`src/rtl/adc_capture_seq_pkg.sv`:
```
// Shared types and selection helpers for the ADC calibration capture sequencer.
package adc_capture_seq_pkg;

  localparam int unsigned C_NUM_SEL  = 4;
  localparam int unsigned C_SEL_BITS = 2;

  typedef enum logic [2:0] {
    S_IDLE,
    S_SETTLE,
    S_CAPTURE,
    S_NEXT,
    S_FINISH
  } t_seq_state;

  typedef struct packed {
    logic                  found;
    logic [C_SEL_BITS-1:0] idx;
  } t_sel_res;

  // Lowest set mask bit strictly above cur.
  function automatic t_sel_res next_sel(input logic [C_NUM_SEL-1:0]  mask,
                                        input logic [C_SEL_BITS-1:0] cur);
    t_sel_res res;
    res = '0;
    for (int unsigned k = 0; k < C_NUM_SEL; k++) begin
      if (!res.found && (k > 32'(cur)) && mask[k[C_SEL_BITS-1:0]]) begin
        res.found = 1'b1;
        res.idx   = k[C_SEL_BITS-1:0];
      end
    end
    return res;
  endfunction

  function automatic logic [C_SEL_BITS-1:0] first_sel(input logic [C_NUM_SEL-1:0] mask);
    logic [C_SEL_BITS-1:0] idx;
    logic                  found;
    idx   = '0;
    found = 1'b0;
    for (int unsigned k = 0; k < C_NUM_SEL; k++) begin
      if (!found && mask[k[C_SEL_BITS-1:0]]) begin
        found = 1'b1;
        idx   = k[C_SEL_BITS-1:0];
      end
    end
    return idx;
  endfunction

endpackage

```
`src/rtl/adc_capture_seq_timer.sv`:
```
// Loadable down-counter; stops at zero. Used for settle timing and decimation phase.
module adc_capture_seq_timer #(
  parameter int unsigned G_WIDTH = 4
) (
  input  logic               i_clk,
  input  logic               i_rst,
  input  logic               i_load,
  input  logic [G_WIDTH-1:0] i_load_val,
  input  logic               i_dec,
  output logic               o_zero
);

  logic [G_WIDTH-1:0] r_count;

  always_ff @(posedge i_clk or posedge i_rst) begin
    if (i_rst) begin
      r_count <= '0;
    end else if (i_load) begin
      r_count <= i_load_val;
    end else if (i_dec && (r_count != '0)) begin
      r_count <= r_count - G_WIDTH'(1);
    end
  end

  assign o_zero = (r_count == '0);

endmodule

```
`src/rtl/adc_capture_seq.sv`:
```
// Sweeps enabled calibrator selections, settles, and streams ADC samples into adc_meas RAM.
// Optional decimation (decim_i) is enabled by defining ADC_CAPTURE_SEQ_DECIM_EN.
module adc_capture_seq
  import adc_capture_seq_pkg::*;
#(
  parameter int unsigned G_DATA_WIDTH  = 32,
  parameter int unsigned G_REGION_BITS = 10,
  parameter int unsigned G_SETTLE      = 16
) (
  input  logic                      clk_i,
  input  logic                      rst_i,
  input  logic                      start_i,
  input  logic                      abort_i,
  input  logic [C_NUM_SEL-1:0]      sel_mask_i,
  input  logic [G_REGION_BITS:0]    nsamp_i,
`ifdef ADC_CAPTURE_SEQ_DECIM_EN
  input  logic [3:0]                decim_i,
`endif
  input  logic                      adc_valid_i,
  input  logic [G_DATA_WIDTH-1:0]   adc_data_i,
  output logic [C_SEL_BITS-1:0]     cal_sel_o,
  output logic [G_REGION_BITS+1:0]  ram_adr_o,
  output logic                      ram_we_o,
  output logic [G_DATA_WIDTH-1:0]   ram_dat_o,
  output logic                      busy_o,
  output logic                      done_o,
  output logic                      aborted_o
);

  localparam int unsigned C_SW = (G_SETTLE > 1) ? $clog2(G_SETTLE) : 1;
  localparam logic [C_SW-1:0] C_SETTLE_LOAD = C_SW'(G_SETTLE - 1);
  localparam logic [G_REGION_BITS:0] C_CNT_ONE = (G_REGION_BITS+1)'(1);

  t_seq_state                  r_state, w_state_nxt;
  logic [C_NUM_SEL-1:0]        r_mask;
  logic [G_REGION_BITS:0]      r_nsamp;
  logic [G_REGION_BITS:0]      r_cnt;
  logic [C_SEL_BITS-1:0]       r_sel, w_sel_nxt;
  logic                        r_we, w_we_nxt;
  logic [G_REGION_BITS+1:0]    r_adr;
  logic [G_DATA_WIDTH-1:0]     r_dat;
  logic                        r_busy, w_busy_nxt;
  logic                        r_done, w_done_nxt;
  logic                        r_aborted, w_aborted_nxt;
  logic                        w_latch, w_cnt_clr, w_accept;
  logic                        w_settle_load, w_settle_dec, w_settle_zero;
  logic                        w_take;
  t_sel_res                    w_next;

  adc_capture_seq_timer #(.G_WIDTH(C_SW)) u_settle_timer (
    .i_clk      (clk_i),
    .i_rst      (rst_i),
    .i_load     (w_settle_load),
    .i_load_val (C_SETTLE_LOAD),
    .i_dec      (w_settle_dec),
    .o_zero     (w_settle_zero)
  );

`ifdef ADC_CAPTURE_SEQ_DECIM_EN
  logic [3:0] r_decim;
  logic       w_phase_load, w_phase_dec, w_phase_zero, w_cap_valid;
  logic [3:0] w_phase_val;

  // Phase restarts at zero on every settle so the first post-settle sample is kept.
  assign w_cap_valid  = (r_state == S_CAPTURE) && adc_valid_i;
  assign w_phase_load = w_settle_load || (w_cap_valid && w_phase_zero);
  assign w_phase_val  = w_settle_load ? 4'd0 : r_decim;
  assign w_phase_dec  = w_cap_valid && !w_phase_zero;
  assign w_take       = w_phase_zero;

  adc_capture_seq_timer #(.G_WIDTH(4)) u_phase_timer (
    .i_clk      (clk_i),
    .i_rst      (rst_i),
    .i_load     (w_phase_load),
    .i_load_val (w_phase_val),
    .i_dec      (w_phase_dec),
    .o_zero     (w_phase_zero)
  );

  always_ff @(posedge clk_i or posedge rst_i) begin
    if (rst_i) begin
      r_decim <= '0;
    end else if (w_latch) begin
      r_decim <= decim_i;
    end
  end
`else
  assign w_take = 1'b1;
`endif

  assign w_next = next_sel(r_mask, r_sel);

  always_comb begin
    w_state_nxt   = r_state;
    w_sel_nxt     = r_sel;
    w_busy_nxt    = r_busy;
    w_done_nxt    = 1'b0;
    w_aborted_nxt = r_aborted;
    w_we_nxt      = 1'b0;
    w_latch       = 1'b0;
    w_cnt_clr     = 1'b0;
    w_accept      = 1'b0;
    w_settle_load = 1'b0;
    w_settle_dec  = 1'b0;

    case (r_state)
      S_IDLE: begin
        if (start_i && !abort_i) begin
          w_latch       = 1'b1;
          w_aborted_nxt = 1'b0;
          if ((sel_mask_i == '0) || (nsamp_i == '0)) begin
            w_state_nxt = S_FINISH;
            w_done_nxt  = 1'b1;
          end else begin
            w_sel_nxt     = first_sel(sel_mask_i);
            w_busy_nxt    = 1'b1;
            w_settle_load = 1'b1;
            w_state_nxt   = S_SETTLE;
          end
        end
      end
      S_SETTLE: begin
        if (w_settle_zero) begin
          w_cnt_clr   = 1'b1;
          w_state_nxt = S_CAPTURE;
        end else begin
          w_settle_dec = 1'b1;
        end
      end
      S_CAPTURE: begin
        if (adc_valid_i && w_take) begin
          w_we_nxt = 1'b1;
          w_accept = 1'b1;
          if ((r_cnt + C_CNT_ONE) == r_nsamp) begin
            w_state_nxt = S_NEXT;
          end
        end
      end
      S_NEXT: begin
        if (w_next.found) begin
          w_sel_nxt     = w_next.idx;
          w_settle_load = 1'b1;
          w_state_nxt   = S_SETTLE;
        end else begin
          w_busy_nxt  = 1'b0;
          w_done_nxt  = 1'b1;
          w_state_nxt = S_FINISH;
        end
      end
      S_FINISH: begin
        w_state_nxt = S_IDLE;
      end
      default: begin
        w_state_nxt = S_IDLE;
        w_busy_nxt  = 1'b0;
      end
    endcase

    // Abort overrides everything; a write already on the port completes at this edge.
    if (abort_i && (r_state != S_IDLE)) begin
      w_state_nxt   = S_IDLE;
      w_busy_nxt    = 1'b0;
      w_done_nxt    = 1'b0;
      w_aborted_nxt = 1'b1;
      w_we_nxt      = 1'b0;
      w_accept      = 1'b0;
    end
  end

  always_ff @(posedge clk_i or posedge rst_i) begin
    if (rst_i) begin
      r_state   <= S_IDLE;
      r_mask    <= '0;
      r_nsamp   <= '0;
      r_cnt     <= '0;
      r_sel     <= '0;
      r_we      <= 1'b0;
      r_adr     <= '0;
      r_dat     <= '0;
      r_busy    <= 1'b0;
      r_done    <= 1'b0;
      r_aborted <= 1'b0;
    end else begin
      r_state   <= w_state_nxt;
      r_sel     <= w_sel_nxt;
      r_we      <= w_we_nxt;
      r_busy    <= w_busy_nxt;
      r_done    <= w_done_nxt;
      r_aborted <= w_aborted_nxt;
      if (w_latch) begin
        r_mask  <= sel_mask_i;
        r_nsamp <= nsamp_i;
      end
      if (w_we_nxt) begin
        r_adr <= {r_sel, r_cnt[G_REGION_BITS-1:0]};
        r_dat <= adc_data_i;
      end
      if (w_cnt_clr) begin
        r_cnt <= '0;
      end else if (w_accept) begin
        r_cnt <= r_cnt + C_CNT_ONE;
      end
    end
  end

  assign cal_sel_o = r_sel;
  assign ram_adr_o = r_adr;
  assign ram_we_o  = r_we;
  assign ram_dat_o = r_dat;
  assign busy_o    = r_busy;
  assign done_o    = r_done;
  assign aborted_o = r_aborted;

endmodule

```
`config.mk`:
```
export PLATFORM = sky130hd
export DESIGN_NAME = adc_capture_seq
export DESIGN_NICKNAME = d
export VERILOG_FILES = /design/src/rtl/adc_capture_seq_pkg.sv /design/src/rtl/adc_capture_seq_timer.sv /design/src/rtl/adc_capture_seq.sv
export SDC_FILE = /design/constraint.sdc
export NUM_CORES = 1
export LEC_CHECK = 0
export ABC_AREA = 1
export ABC_CLOCK_PERIOD_IN_PS = 2300
export CORE_UTILIZATION = 49
export CTS_BUF_LIST = sky130_fd_sc_hd__clkbuf_4 sky130_fd_sc_hd__clkbuf_8
export CTS_CLUSTER_SIZE = 30
export DETAILED_ROUTE_END_ITERATION = 7
export DONT_BUFFER_PORTS = 1
export PLACE_DENSITY = 0.7
export SLEW_MARGIN = 25
export SYNTH_ARGS = -nofsm -noshare
export SYNTH_HDL_FRONTEND = slang
export SYNTH_SLANG_ARGS = --single-unit
```
`constraint.sdc`:
```
create_clock -name clk_i -period 2.3 [get_ports clk_i]
set_input_delay 0.115 -clock clk_i [delete_from_list [all_inputs] [get_ports clk_i]]
set_output_delay 0.115 -clock clk_i [all_outputs]
set_load 0.01 [all_outputs]
```
# Word level (Yosys, flattened, before mapping)
# Index checks and enable logic that the tools add are counted.
[totals]
reg_bits = 83
wordCells = 126
input_bits = 52
out_inout_bits = 50
[op_classes]
addsub = 2
n_mux = 60
reduce_logical = 34
n_lt_le_gt_ge = 3
n_eq_ne = 15
[ops]
columns = ["cell", "count"]
rows = [
  ["1-bit 2-to-1 mux", 36],
  ["3-bit 2-to-1 mux", 10],
  ["11-bit 2-to-1 mux", 2],
  ["3-bit inequality test (second input constant)", 5],
  ["3-bit case mux with 4 select lines", 1],
  ["4-bit AND reduction", 3],
  ["11-bit by 1-bit adder with 11-bit output (second input constant)", 1],
  ["11-bit equality test", 1],
  ["1-bit logical AND", 11],
  ["11-bit zero test", 1],
  ["2-bit 2-to-1 mux", 5],
  ["2-bit nonzero test", 5],
  ["4-bit zero test", 2],
  ["4-bit 2-to-1 mux", 2],
  ["3-bit by 2-bit equality test with 1-bit output (second input constant)", 2],
  ["1-bit zero test", 6],
  ["2-bit inequality test (second input constant)", 3],
  ["2-bit > comparator (first input constant)", 2],
  ["1-bit case mux with 2 select lines", 2],
  ["2-bit case mux with 2 select lines", 1],
  ["4-bit nonzero test", 1],
  ["4-bit by 1-bit subtractor with 4-bit output (second input constant)", 1],
  ["3-bit by 1-bit equality test with 1-bit output (second input constant)", 1],
  ["3-bit equality test (second input constant)", 1],
  ["other kinds (9)", 9],
]

# Logic depth before layout (Yosys ltp)
# Gate-level depths: netlist (run 1).
[depth]
word_depth = 23
depth_mapped = 17
mapped_depth_nobuf = 17

# Modules after synthesis
# A second synthesis (run 1) with hierarchy kept.
[unflattened]
cells_unflattened = 495
area_unflattened_um2 = 3878.7
[modules_own_cells]
columns = ["mod", "seq_area_each_um2", "cells_each", "area_per_inst_um2", "n_inst"]
rows = [
  ["adc_capture_seq", 1951.9, 448, 3579.7, 1],
  ["adc_capture_seq_timer", 100.1, 47, 299.0, 1],
]

# Least setup slack after synthesis (run 1)
# No wires, ideal clock.
[synth_timing]
path_kind = "register -> register"
startpoint = "register r_cnt[0]"
endpoint = "register r_state[1]"
n_path_buf = 0
t_arrival_ns = 1.579
t_required_ns = 2.183
setup_time_ns = 0.117
path_slack_ns = 0.605
stages_incl_launch_ff = 17
synth_period_minus_slack_ns = 1.695
cell_sequence = "dfrtp_1 -> ha_1 -> nand3_2 -> nor2_4 -> nand2_1 -> nand2_1 -> nor2_1 -> nor2_1 -> nand2_1 -> nor2_1 -> nand2_1 -> nand2_1 -> nand2_1 -> nand2_2 -> nand2_1 -> nand2_1 -> nand2_1"
[synth_via]
elab_chain_len = 4
[synth_lines]
columns = ["item", "line", "text"]
rows = [
  ["start: declaration", "adc_capture_seq.sv:37", "logic [G_REGION_BITS:0] r_cnt;"],
  ["start signal: assignment", "adc_capture_seq.sv:201", "r_cnt <= r_cnt + C_CNT_ONE;"],
  ["11-bit by 1-bit adder with 11-bit output", "adc_capture_seq.sv:134", "if ((r_cnt + C_CNT_ONE) == r_nsamp) begin"],
  ["11-bit equality test", "adc_capture_seq.sv:134", ""],
  ["3-bit inequality test (no source line)", "--", ""],
  ["4-bit AND reduction (no source line)", "--", ""],
  ["end signal: assignment", "adc_capture_seq.sv:184", "r_state <= w_state_nxt;"],
  ["end: declaration", "adc_capture_seq.sv:34", "t_seq_state r_state, w_state_nxt;"],
]
# Every way passes these cells.
# A chain may end at the register's enable or synchronous reset.

# Worst setup path in the final report (run 1)
[layout_timing]
startpoint = "register r_state[2]"
endpoint = "register r_cnt[7]"
[layout_via]
elab_chain_len = 4
elab_cells_between_ends = 9
cone_classes = "eq/ne: 2; mux: 4; reduce/logical: 3"
[layout_lines]
columns = ["item", "line", "text"]
rows = [
  ["3-bit by 2-bit equality test with 1-bit output or 3-bit nonzero test (tied branches)", "adc_capture_seq.sv:106, adc_capture_seq.sv:160", ""],
  ["1-bit 2-to-1 mux or 1-bit logical AND (tied branches)", "adc_capture_seq.sv:106, adc_capture_seq.sv:160", ""],
  ["1-bit 2-to-1 mux", "adc_capture_seq.sv:160", "if (abort_i && (r_state != S_IDLE)) begin"],
  ["2-bit nonzero test (no source line)", "--", ""],
]
# Several ways; a longest one is shown, not always the timed one.

==> flow_summary_export.csv, run 1 <==
group,metric,value,unit
outcome,status,"completed",
floorplanning,dieWidth,89.8,um
logic_synthesis,synthesis.instances,477,
global_route,antenna_found_initial,0,
clock_network,clkTransAtPathRegs,0.09,ns
cells_and_area,drive_above_1_share,0.0697,
timing,final-hold-violation-count,0,
clock_network,cts_buffer_depth,2,
placed_design,hpwlAfterDp,5.85,mm
floorplanning,dieArea,8070,sq um
logic_synthesis,synth-seq-cells,82,
logic_synthesis,synth.cell_area,3780,sq um
global_route,grt_max_degree,83,
timing,min_period,1.99,ns
routing,first_iter_violations,180,
clock_network,clockRootBuffer,"clkbuf_8",
logic_synthesis,seq_area_frac_synth,0.543,
timing,fin_crit_sh,0.867,
power_and_ir_drop,intPower,2.96,mW
logic_synthesis,synth_top_area_share,0.543,
routing,routed_wl,8.91,mm
power_and_ir_drop,swShare,0.401,
cells_and_area,fin_cells,630,
timing,setup_slack,0.306,ns
routing,wl_per_cell,14.1,um
timing,clock_skew,0.0157,ns
global_route,grt_pass1_wl,15.0,mm
routing,via_per_inst,5.19,
floorplanning,start_util,0.513,
global_route,grt_pass1_vias,3218,
critical_path,critPathLaunch,"r_state[2]",
routing,vias,3269,
cells_and_area,fillerInstances,599,
logic_synthesis,synthDistinctLibCells,32,
clock_network,cts_tree,"done",
power_and_ir_drop,clkPwrFrac,0.200,
power_and_ir_drop,p_per_area,1080,nW/um^2
critical_path,r2r-start,"r_state[2]",
cells_and_area,layout_commonest_cell,"nand2_1",
critical_path,endpoint_kind,"flop",
routing,route.antenna.remaining_nets,0,
timing,fmax,0.502,GHz
critical_path,critPathRequiredTime,2.56,ns
routing,drc,0,
logic_synthesis,synth_nets,531,
floorplanning,core.rowCount,31,
timing,rsz0062_at_grt,"false",
cells_and_area,utilization,0.618,
global_route,track_usage,0.234,
logic_synthesis,avgSynthCellArea,7.93,sq um
critical_path,worstPathArrival,2.26,ns
power_and_ir_drop,p_sw,1.98,mW
placed_design,place.port_buffers,0,
clock_network,clock_latency,0.36,ns
cells_and_area,area_growth,20.5,%
power_and_ir_drop,p_seq_frac,0.511,
clock_network,cts_resized,0,
floorplanning,core_region_area,7370,sq um
global_route,grt-ovfl-total,0,
power_and_ir_drop,power_frac_comb,0.289,
clock_network,cts.sinks,82,
timing,worst-slew-pin-transition,0.643,ns
floorplanning,die_y,89.8,um
clock_network,h-tree-depth,3,
power_and_ir_drop,ir_drop,0.000530,V
cells_and_area,final_cell_mix,"nand2_1 (205), dfrtp_1 (82), dlygate4sd3_1 (48)",
critical_path,crit_type,"reg2reg",
placed_design,post-place-ws,0.326,ns
worst_hold_path,holdCritStartpoint,"adc_valid_i",
critical_path,startpoint_type,"flop",
timing,finalSetupViolCount,0,
cells_and_area,antennaDiodeCount,0,
timing,drv_slew,0,
placed_design,routabilityCongestion,0.920,
logic_synthesis,ys_warn_count,0,
placed_design,dp_cells,566,
cells_and_area,nets,580,
clock_network,cts_inserted_buffers,9,
placed_design,postPlaceCellArea,3890,sq um
timing,slew_headroom,0.571,
critical_path,path_max_fanout,37,
power_and_ir_drop,leakage,2.25,nW
routing,dr.pass1.iters,5,
worst_hold_path,hp-class,"in2reg",
floorplanning,io_pins,102,
logic_synthesis,synth_area_leaders,"dfrtp_1 (54%), nand2_1 (20%), inv_1 (4.1%)",
logic_synthesis,synth_top_area_cell,"dfrtp_1",
timing,setup-tns-final,0,ns
cells_and_area,fin_area,4550,sq um
clock_network,postCtsSetupRepairBufs,0,
run,cap_violations,0,
==> cells by family after synthesis <==
logic type | share of synthesized area
AO/OA/AOI/OAI | 0.0688
XOR/XNOR | 0.00927
adder cells (fa/ha/maj) | 0.00662
buffers and inverters | 0.0599
flip-flops | 0.543
AND/OR/NAND/NOR | 0.313
==> cell type report <==
type / count / area, sq um / share of cell area
inverter: 45 / 170 / 0.0374
tap: 99 / 124 / 0.0272
multi-input combinational: 337 / 1510 / 0.331
clock inverter: 6 / 47.5 / 0.0104
timing repair buffer: 51 / 515 / 0.113
sequential: 82 / 2050 / 0.451
clock buffer: 10 / 138 / 0.0302
==> critical path, stage by stage (launching register included) <==
cell	delay, ns
dfrtp_1	0.42
nor2_1	0.11
inv_1	0.07
nor2_1	0.23
nand3_2	0.26
inv_2	0.55
nand3_1	0.15
o21ai_0	0.12
==> cells in the mapped netlist <==
cell / n
nor3_1: 3
a21oi_1: 4
clkbuf_1: 4
ha_1: 2
nand2_1: 205
nand3b_1: 3
nor2_4: 3
nor3_2: 1
or2_2: 1
o21ai_2: 1
buf_4: 1
nand3_1: 28
nor2_2: 2
clkinv_1: 1
buf_2: 4
nand2_2: 4
nor4_1: 3
inv_2: 3
o31ai_1: 1
o21ai_1: 2
buf_1: 4
and2_1: 2
xnor2_1: 3
a31oi_1: 2
dfrtp_1: 82
xor2_1: 1
nand4_1: 2
nor2_1: 25
nand3_2: 1
o21ai_0: 29
o22ai_1: 9
inv_1: 41
==> timing repair <==
action                                  CTS  global route
hold buffers                             48             0
endpoints found under the setup margin    0             0
endpoints found under the hold margin   129             0
==> worst paths after layout <==
kind                           endpoint  slack (ns)  cells past startpoint
max                            r_cnt[7]        0.31                      7
min                          r_state[0]        0.08                      4
max reg2reg                    r_cnt[7]        0.31                      7
min reg2reg                   r_mask[3]        0.48                      2
max in group asynchronous    r_nsamp[5]        1.65                      3
min in group asynchronous  ram_adr_o[5]        0.28                      3
==> registers in the layout (all words and copies together) (netlist names), 2 cells and up <==
signal	flops
ram_dat_o	32
ram_adr_o	12
r_cnt	11
r_nsamp	11
u_settle_timer.r_count	4
r_mask	3
r_state	3
cal_sel_o	2
==> metrics by stage <==
| stage | total power [mW] | hold slack (ns) |
|---|---|---|
| after floorplan | 3.53 | 0.225 |
| after global placement | 3.83 | 0.123 |
| after detailed placement | 3.89 | 0.131 |
| after CTS | 4.95 | 0.0592 |
| after global routing | 5.31 | 0.0777 |
| final | 4.94 | 0.0760 |
==> per-layer routing <==
layer  wire length, um  vias up  GRT usage
li1                  -     1598          -
met1              3780     1489      0.292
met2              4210      168      0.381
met3               752       14     0.0677
met4               167        0      0.102
met5                 0        -          0
==> power groups by stage <==
stage	Sequential, mW	Combinational (mW)	Clock [mW]
final	2.52	1.43	0.987
after global routing	2.58	1.65	1.07
after CTS	2.52	1.43	1.01
after detailed placement	2.54	1.35	0
after global placement	2.54	1.29	0
after floorplan	2.43	1.10	0
(Power assumes the default switching activity.)
==> inputs of run 2 (changes only) <==
--- a/config.mk
+++ b/config.mk
@@ -5,7 +5,6 @@
 export SDC_FILE = /design/constraint.sdc
 export NUM_CORES = 1
 export LEC_CHECK = 0
-export ABC_AREA = 1
 export ABC_CLOCK_PERIOD_IN_PS = 2300
 export CORE_UTILIZATION = 49
 export CTS_BUF_LIST = sky130_fd_sc_hd__clkbuf_4 sky130_fd_sc_hd__clkbuf_8
==> flow_summary_export.csv, run 2 <==
group,metric,value,unit
logic_synthesis,synthDistinctLibCells,52,
timing,finalSetupViolCount,0,
power_and_ir_drop,p_per_area,1160,nW/um^2
clock_network,clock_latency,0.35,ns
floorplanning,start_util,0.507,
worst_hold_path,hp-class,"in2reg",
logic_synthesis,synth_area_leaders,"dfrtp_1 (52%), nand2_1 (14%), mux2_4 (3.1%)",
cells_and_area,area_growth,21.1,%
logic_synthesis,synthFlopType,"dfrtp_1",
global_route,grt_pass1_wl,14.6,mm
cells_and_area,fin_area,4750,sq um
routing,dr.pass1.iters,4,
timing,slew_headroom,0.582,
critical_path,cpMaxStageDelayCell,"dlygate4sd3_1",
critical_path,worst-path-buf-inv,2,
critical_path,r2r-start,"cal_sel_o[1]",
clock_network,cts_inserted_buffers,9,
critical_path,path_max_fanout,6,
logic_synthesis,synth_top_area_cell,"dfrtp_1",
critical_path,worstPathArrival,2.38,ns
global_route,antenna_found_initial,0,
logic_synthesis,ys_warn_count,0,
logic_synthesis,synth_top_area_share,0.523,
critical_path,max_stage_delay,0.58,ns
global_route,grt_pass1_vias,3143,
routing,route.antenna.remaining_nets,0,
critical_path,critPathLaunch,"cal_sel_o[1]",
run,cap_violations,0,
logic_synthesis,seq_area_frac_synth,0.523,
power_and_ir_drop,leakage,2.27,nW
timing,fmax,0.478,GHz
logic_synthesis,synthesis.instances,413,
timing,fin_crit_sh,0.909,
clock_network,clkTransAtPathRegs,0.08,ns
timing,setup-tns-final,0,ns
routing,vias,3002,
critical_path,startpoint_type,"flop",
timing,clock_skew,0.0105,ns
cells_and_area,fin_cells,563,
logic_synthesis,synth.cell_area,3920,sq um
logic_synthesis,synth_nets,467,
critical_path,critPathRequiredTime,2.59,ns
logic_synthesis,yosysMostFrequentCell,"nand2_1",
timing,final-hold-violation-count,0,
global_route,track_usage,0.223,
floorplanning,die_y,91.4,um
placed_design,routabilityCongestion,0.847,
routing,routed_wl,8.59,mm
floorplanning,dieArea,8360,sq um
worst_hold_path,holdCritStartpoint,"sel_mask_i[0]",
placed_design,hpwlAfterDp,5.37,mm
placed_design,place.port_buffers,0,
clock_network,h-tree-depth,3,
critical_path,reg2reg_slack,0.21,ns
floorplanning,core.rowCount,32,
power_and_ir_drop,ir_drop,0.000604,V
cells_and_area,multi_input_area,1720,sq um
timing,rsz0062_at_grt,"false",
cells_and_area,nets,511,
timing,setup_slack,0.210,ns
routing,drc,0,
routing,wl_per_cell,15.2,um
clock_network,cts_tree,"done",
cells_and_area,layout_commonest_cell,"nand2_1",
global_route,grt_max_degree,58,
placed_design,dp_cells,497,
clock_network,cts.sinks,82,
clock_network,cts_resized,0,
cells_and_area,drive_above_1_share,0.102,
timing,worst-slew-pin-transition,0.624,ns
global_route,grt-ovfl-total,0,
routing,via_per_inst,5.33,
logic_synthesis,synthArstFlopShare,1.00,
outcome,status,"completed",
placed_design,postPlaceCellArea,4000,sq um
floorplanning,core_region_area,7730,sq um
logic_synthesis,avgSynthCellArea,9.49,sq um
cells_and_area,final_cell_mix,"nand2_1 (144), dfrtp_1 (82), dlygate4sd3_1 (51)",
floorplanning,io_pins,102,
cells_and_area,largest_register_ffs,32,
cells_and_area,fillerInstances,626,
clock_network,clockRootBuffer,"clkbuf_8",
cells_and_area,seq_area,2050,sq um
logic_synthesis,synth_edf_count,0,
critical_path,path_cells,"inv_1, a21oi_1, o22a_1, nand3_1, a211oi_1, dlygate4sd3_1",
clock_network,cts_buffer_depth,2,
critical_path,endpoint_kind,"flop",
timing,drv_slew,0,
logic_synthesis,synth-seq-cells,82,
floorplanning,dieWidth,91.4,um
placed_design,post-place-ws,0.381,ns
critical_path,crit_family,"buffers and inverters",
routing,first_iter_violations,160,
cells_and_area,antennaDiodeCount,0,
logic_synthesis,synth_commonest_cells,"nand2_1 (144), dfrtp_1 (82), o21ai_0 (21)",
critical_path,crit_type,"reg2reg",
power_and_ir_drop,totalPowerFinal,5.52,mW
timing,min_period,2.09,ns
## run 2: per-layer routing
metal  wire length (um)  track usage  share of wire
met1               3780        0.277           0.44
met2               3990        0.370           0.46
met3                640       0.0503          0.075
met4                172        0.101          0.020
met5                  0            0              0
## run 2: final timing paths
check	to	depth (start not counted)
max	r_state[2]	6
max in group asynchronous	r_nsamp[7]	3
min in group asynchronous	ram_dat_o[3]	2
max reg2reg	r_state[2]	6
min	cal_sel_o[1]	3
min reg2reg	r_mask[2]	2
## run 2: final cells by class
class                   count  share of cell area
repair buffers             56               0.121
inverters                   8             0.00659
flip-flops and latches     82               0.432
clock inverters             5              0.0216
multi-input cells         300               0.363
well taps                 102              0.0269
clock buffers              10              0.0290
## run 2: where the power goes
part	switching, mW	internal, mW
registers	0.630	1.95
logic	0.840	0.856
clock network	0.505	0.743
total	1.98	3.55
## run 2: stage by stage
step / hold WS, ns / util
finish: 0.0302 / 0.614
global route: 0.0253 / 0.614
CTS: 0.0128 / 0.614
detailed placement: 0.0674 / 0.517
global placement: 0.0631 / 0.517
floorplan: 0.220 / -
## run 2: worst reg2reg max path: stages (launching register included)
cell and delay (ns):
dfrtp_1 0.50, inv_1 0.16, a21oi_1 0.22, o22a_1 0.20, nand3_1 0.12, a211oi_1 0.25, dlygate4sd3_1 0.58
## run 2: cells by family (layout without fill, tap and decap cells)
kind of cell / count (synthesis) / in the layout / synth area share
buf+inv: 31 / 79 / 0.0380
simple gates: 202 / 202 / 0.233
flops: 82 / 82 / 0.523
fa+ha+maj: 2 / 2 / 0.00638
mux: 17 / 17 / 0.0552
compound gates: 61 / 61 / 0.104
xor+xnor: 18 / 18 / 0.0402
## run 2: what timing repair did
| item | 4_1_cts | 5_1_grt |
|---|---|---|
| hold endpoints to repair | 84 | 0 |
| hold buffers | 51 | 0 |
| setup endpoints to repair | 0 | 0 |
| setup buffers | 0 | 0 |
==> inputs of run 3 (changes only) <==
--- a/config.mk
+++ b/config.mk
@@ -6,13 +6,16 @@
 export NUM_CORES = 1
 export LEC_CHECK = 0
 export ABC_CLOCK_PERIOD_IN_PS = 2300
+export CAP_MARGIN = 20
 export CORE_UTILIZATION = 49
 export CTS_BUF_LIST = sky130_fd_sc_hd__clkbuf_4 sky130_fd_sc_hd__clkbuf_8
 export CTS_CLUSTER_SIZE = 30
 export DETAILED_ROUTE_END_ITERATION = 7
 export DONT_BUFFER_PORTS = 1
+export GPL_TIMING_DRIVEN = 0
 export PLACE_DENSITY = 0.7
 export SLEW_MARGIN = 25
 export SYNTH_ARGS = -nofsm -noshare
 export SYNTH_HDL_FRONTEND = slang
+export SYNTH_HIERARCHICAL = 1
 export SYNTH_SLANG_ARGS = --single-unit
==> flow_summary_export.csv, run 3 <==
group,metric,value,unit
outcome,status,"completed",
clock_network,clockRootBuffer,"clkbuf_8",
logic_synthesis,synth-simple-area-share,0.213,
power_and_ir_drop,p_per_area,889,nW/um^2
logic_synthesis,synth_top_family_by_area,"simple AND/OR/NAND/NOR gates",
timing,finalSetupViolCount,0,
power_and_ir_drop,ir_drop,0.000537,V
cells_and_area,fin_cells,576,
logic_synthesis,synthesis.instances,407,
logic_synthesis,synthDistinctLibCells,54,
timing,min_period,2.16,ns
logic_synthesis,synth_area_leaders,"dfrtp_1 (52%), nand2_1 (11%), mux2_1 (7.2%)",
critical_path,endpoint_kind,"flop",
timing,setup-tns-final,0,ns
run,cap_violations,0,
logic_synthesis,synthAdderAreaFrac,0.00640,
global_route,track_usage,0.227,
timing,whs,0.0182,ns
cells_and_area,layout_commonest_cell,"nand2_1",
logic_synthesis,seq_area_frac_synth,0.524,
logic_synthesis,avgSynthCellArea,9.61,sq um
critical_path,crit_type,"reg2reg",
cells_and_area,antennaDiodeCount,0,
critical_path,startpoint_type,"flop",
floorplanning,dieArea,8350,sq um
floorplanning,dieWidth,91.4,um
cells_and_area,area_growth,21.1,%
routing,via_per_inst,5.50,
global_route,grt_max_degree,54,
routing,wl_per_cell,15.3,um
logic_synthesis,synth_edf_count,0,
critical_path,worstPathArrival,2.41,ns
power_and_ir_drop,totalPowerFinal,4.21,mW
routing,route.antenna.remaining_nets,0,
timing,drv_slew,0,
timing,worst-slew-pin-transition,0.533,ns
clock_network,clock_latency,0.36,ns
clock_network,clkTransAtPathRegs,0.08,ns
critical_path,reg2reg_slack,0.14,ns
critical_path,r2r-start,"u_settle_timer/r_count[0]",
critical_path,critPathRequiredTime,2.54,ns
floorplanning,core_region_area,7730,sq um
cells_and_area,largest_register_ffs,32,
critical_path,r2r_end,"u_settle_timer/r_count[3]",
routing,drc,0,
clock_network,cts.sinks,82,
routing,dr.pass1.iters,4,
placed_design,post-place-ws,-0.143,ns
clock_network,h-tree-depth,3,
logic_synthesis,synthFlopType,"dfrtp_1",
logic_synthesis,synth_top_area_share,0.524,
logic_synthesis,synth_commonest_cells,"nand2_1 (112), dfrtp_1 (82), mux2_1 (25)",
timing,clock_skew,0.0119,ns
timing,fin_crit_sh,0.941,
floorplanning,die_y,91.4,um
timing,setup_slack,0.136,ns
cells_and_area,drive_above_1_share,0.0781,
cells_and_area,utilization,0.613,
placed_design,hpwlAfterDp,6.07,mm
logic_synthesis,synthMuxAreaShare,0.0720,
worst_hold_path,hp-class,"in2reg",
global_route,grt_pass1_wl,14.8,mm
critical_path,reg2regPathDepth,9,
logic_synthesis,synth.cell_area,3910,sq um
routing,vias,3168,
placed_design,postPlaceCellArea,4080,sq um
logic_synthesis,synthXorXnorAreaFrac,0.0336,
critical_path,path_max_fanout,7,
cells_and_area,nets,523,
cells_and_area,fin_area,4740,sq um
timing,slew_headroom,0.644,
clock_network,cts_tree,"done",
timing,fmax,0.462,GHz
global_route,grt-ovfl-total,0,
floorplanning,core.rowCount,32,
cells_and_area,final_cell_mix,"nand2_1 (112), dfrtp_1 (82), dlygate4sd3_1 (47)",
critical_path,critPathLaunch,"u_settle_timer/r_count[0]",
timing,rsz0062_at_grt,"false",
power_and_ir_drop,leakage,2.27,nW
critical_path,crit_path_end,"u_settle_timer/r_count[3]",
placed_design,routabilityCongestion,0.899,
logic_synthesis,synth_top_area_cell,"dfrtp_1",
clock_network,cts_buffer_depth,2,
logic_synthesis,ys_warn_count,6,
placed_design,place.port_buffers,0,
floorplanning,start_util,0.506,
logic_synthesis,synth-seq-cells,82,
floorplanning,io_pins,102,
logic_synthesis,synthArstFlopShare,1.00,
logic_synthesis,yosysMostFrequentCell,"nand2_1",
timing,final-hold-violation-count,0,
global_route,grt_pass1_vias,3122,
routing,first_iter_violations,90,
global_route,antenna_found_initial,0,
routing,routed_wl,8.78,mm
logic_synthesis,synth_compound_area_frac,0.112,
placed_design,dp_cells,513,
clock_network,cts_inserted_buffers,9,
[run 3: cell types whose count changed after synthesis, moves of 6 or more]
| cell | delta |
|---|---|
| mux2_4 | -8 |
| nand2_1 | -32 |
| mux2_1 | +25 |
| o21ai_0 | -13 |
| o21ai_1 | +20 |
| a21oi_1 | +6 |
[run 3: area by class of cell]
cell class	instances	area (sq um)
plain buffers	21	95.1
fillers	659	2990
flip-flops and latches	82	2050
clock inverters	6	50.0
repair buffers	49	505
inverters	13	51.3
well taps	102	128
clock buffers	10	131
multi-input cells	293	1720
[run 3: layer usage]
metal  GRT usage  vias up  wire [um]
met5           0        -          0
li1            -     1508          -
met4      0.0899        0        159
met2       0.376       89       4370
met1       0.294     1558       3900
met3      0.0427       13        350
[run 3: critical path, cell delays in order (launching register included)]
cell and delay, ns:
dfrtp_1 0.37, inv_1 0.07, ha_1 0.24, or3b_4 0.27, inv_1 0.09, nand3b_1 0.21
inv_2 0.15, nor4b_2 0.28, nor3b_1 0.09, a221o_1 0.27
[run 3: kinds of logic (layout without fill, tap and decap cells)]
family | count (synthesis) | count (layout)
DFF | 82 | 82
AOI/OAI and AO/OA | 71 | 71
adders and majority gates | 2 | 2
other | 1 | 4
and+or+nand+nor | 176 | 176
buffers and inverters | 35 | 99
xor gates and xnor gates | 15 | 15
muxes | 25 | 25
[run 3: how the worst min path moves through the flow]
stage	start	end	slack (ns)	cells after the start
floorplan	rst_i	u_settle_timer/r_count[0]	-0.12	1
global placement	rst_i	u_settle_timer/r_count[3]	-0.11	1
detailed placement	rst_i	u_settle_timer/r_count[3]	-0.11	1
CTS	sel_mask_i[0]	cal_sel_o[0]	0.006	2
global route	sel_mask_i[0]	cal_sel_o[0]	0.06	2
finish	sel_mask_i[0]	cal_sel_o[0]	0.02	2
[run 3: timing repair]
item | in CTS | in global routing
gates resized for setup | 0 | 1
setup endpoints to repair | 1 | 1
hold endpoints to repair | 128 | 0
buffers inserted | 1 | 0
pin swaps | 1 | 0
hold buffers | 47 | 0
[run 3: report_power, final]
| group | total (mW) | internal, mW | switching, mW |
|---|---|---|---|
| logic | 1.09 | 0.536 | 0.554 |
| registers | 2.16 | 1.78 | 0.381 |
| clock network | 0.964 | 0.415 | 0.549 |
| total | 4.21 | 2.73 | 1.48 |
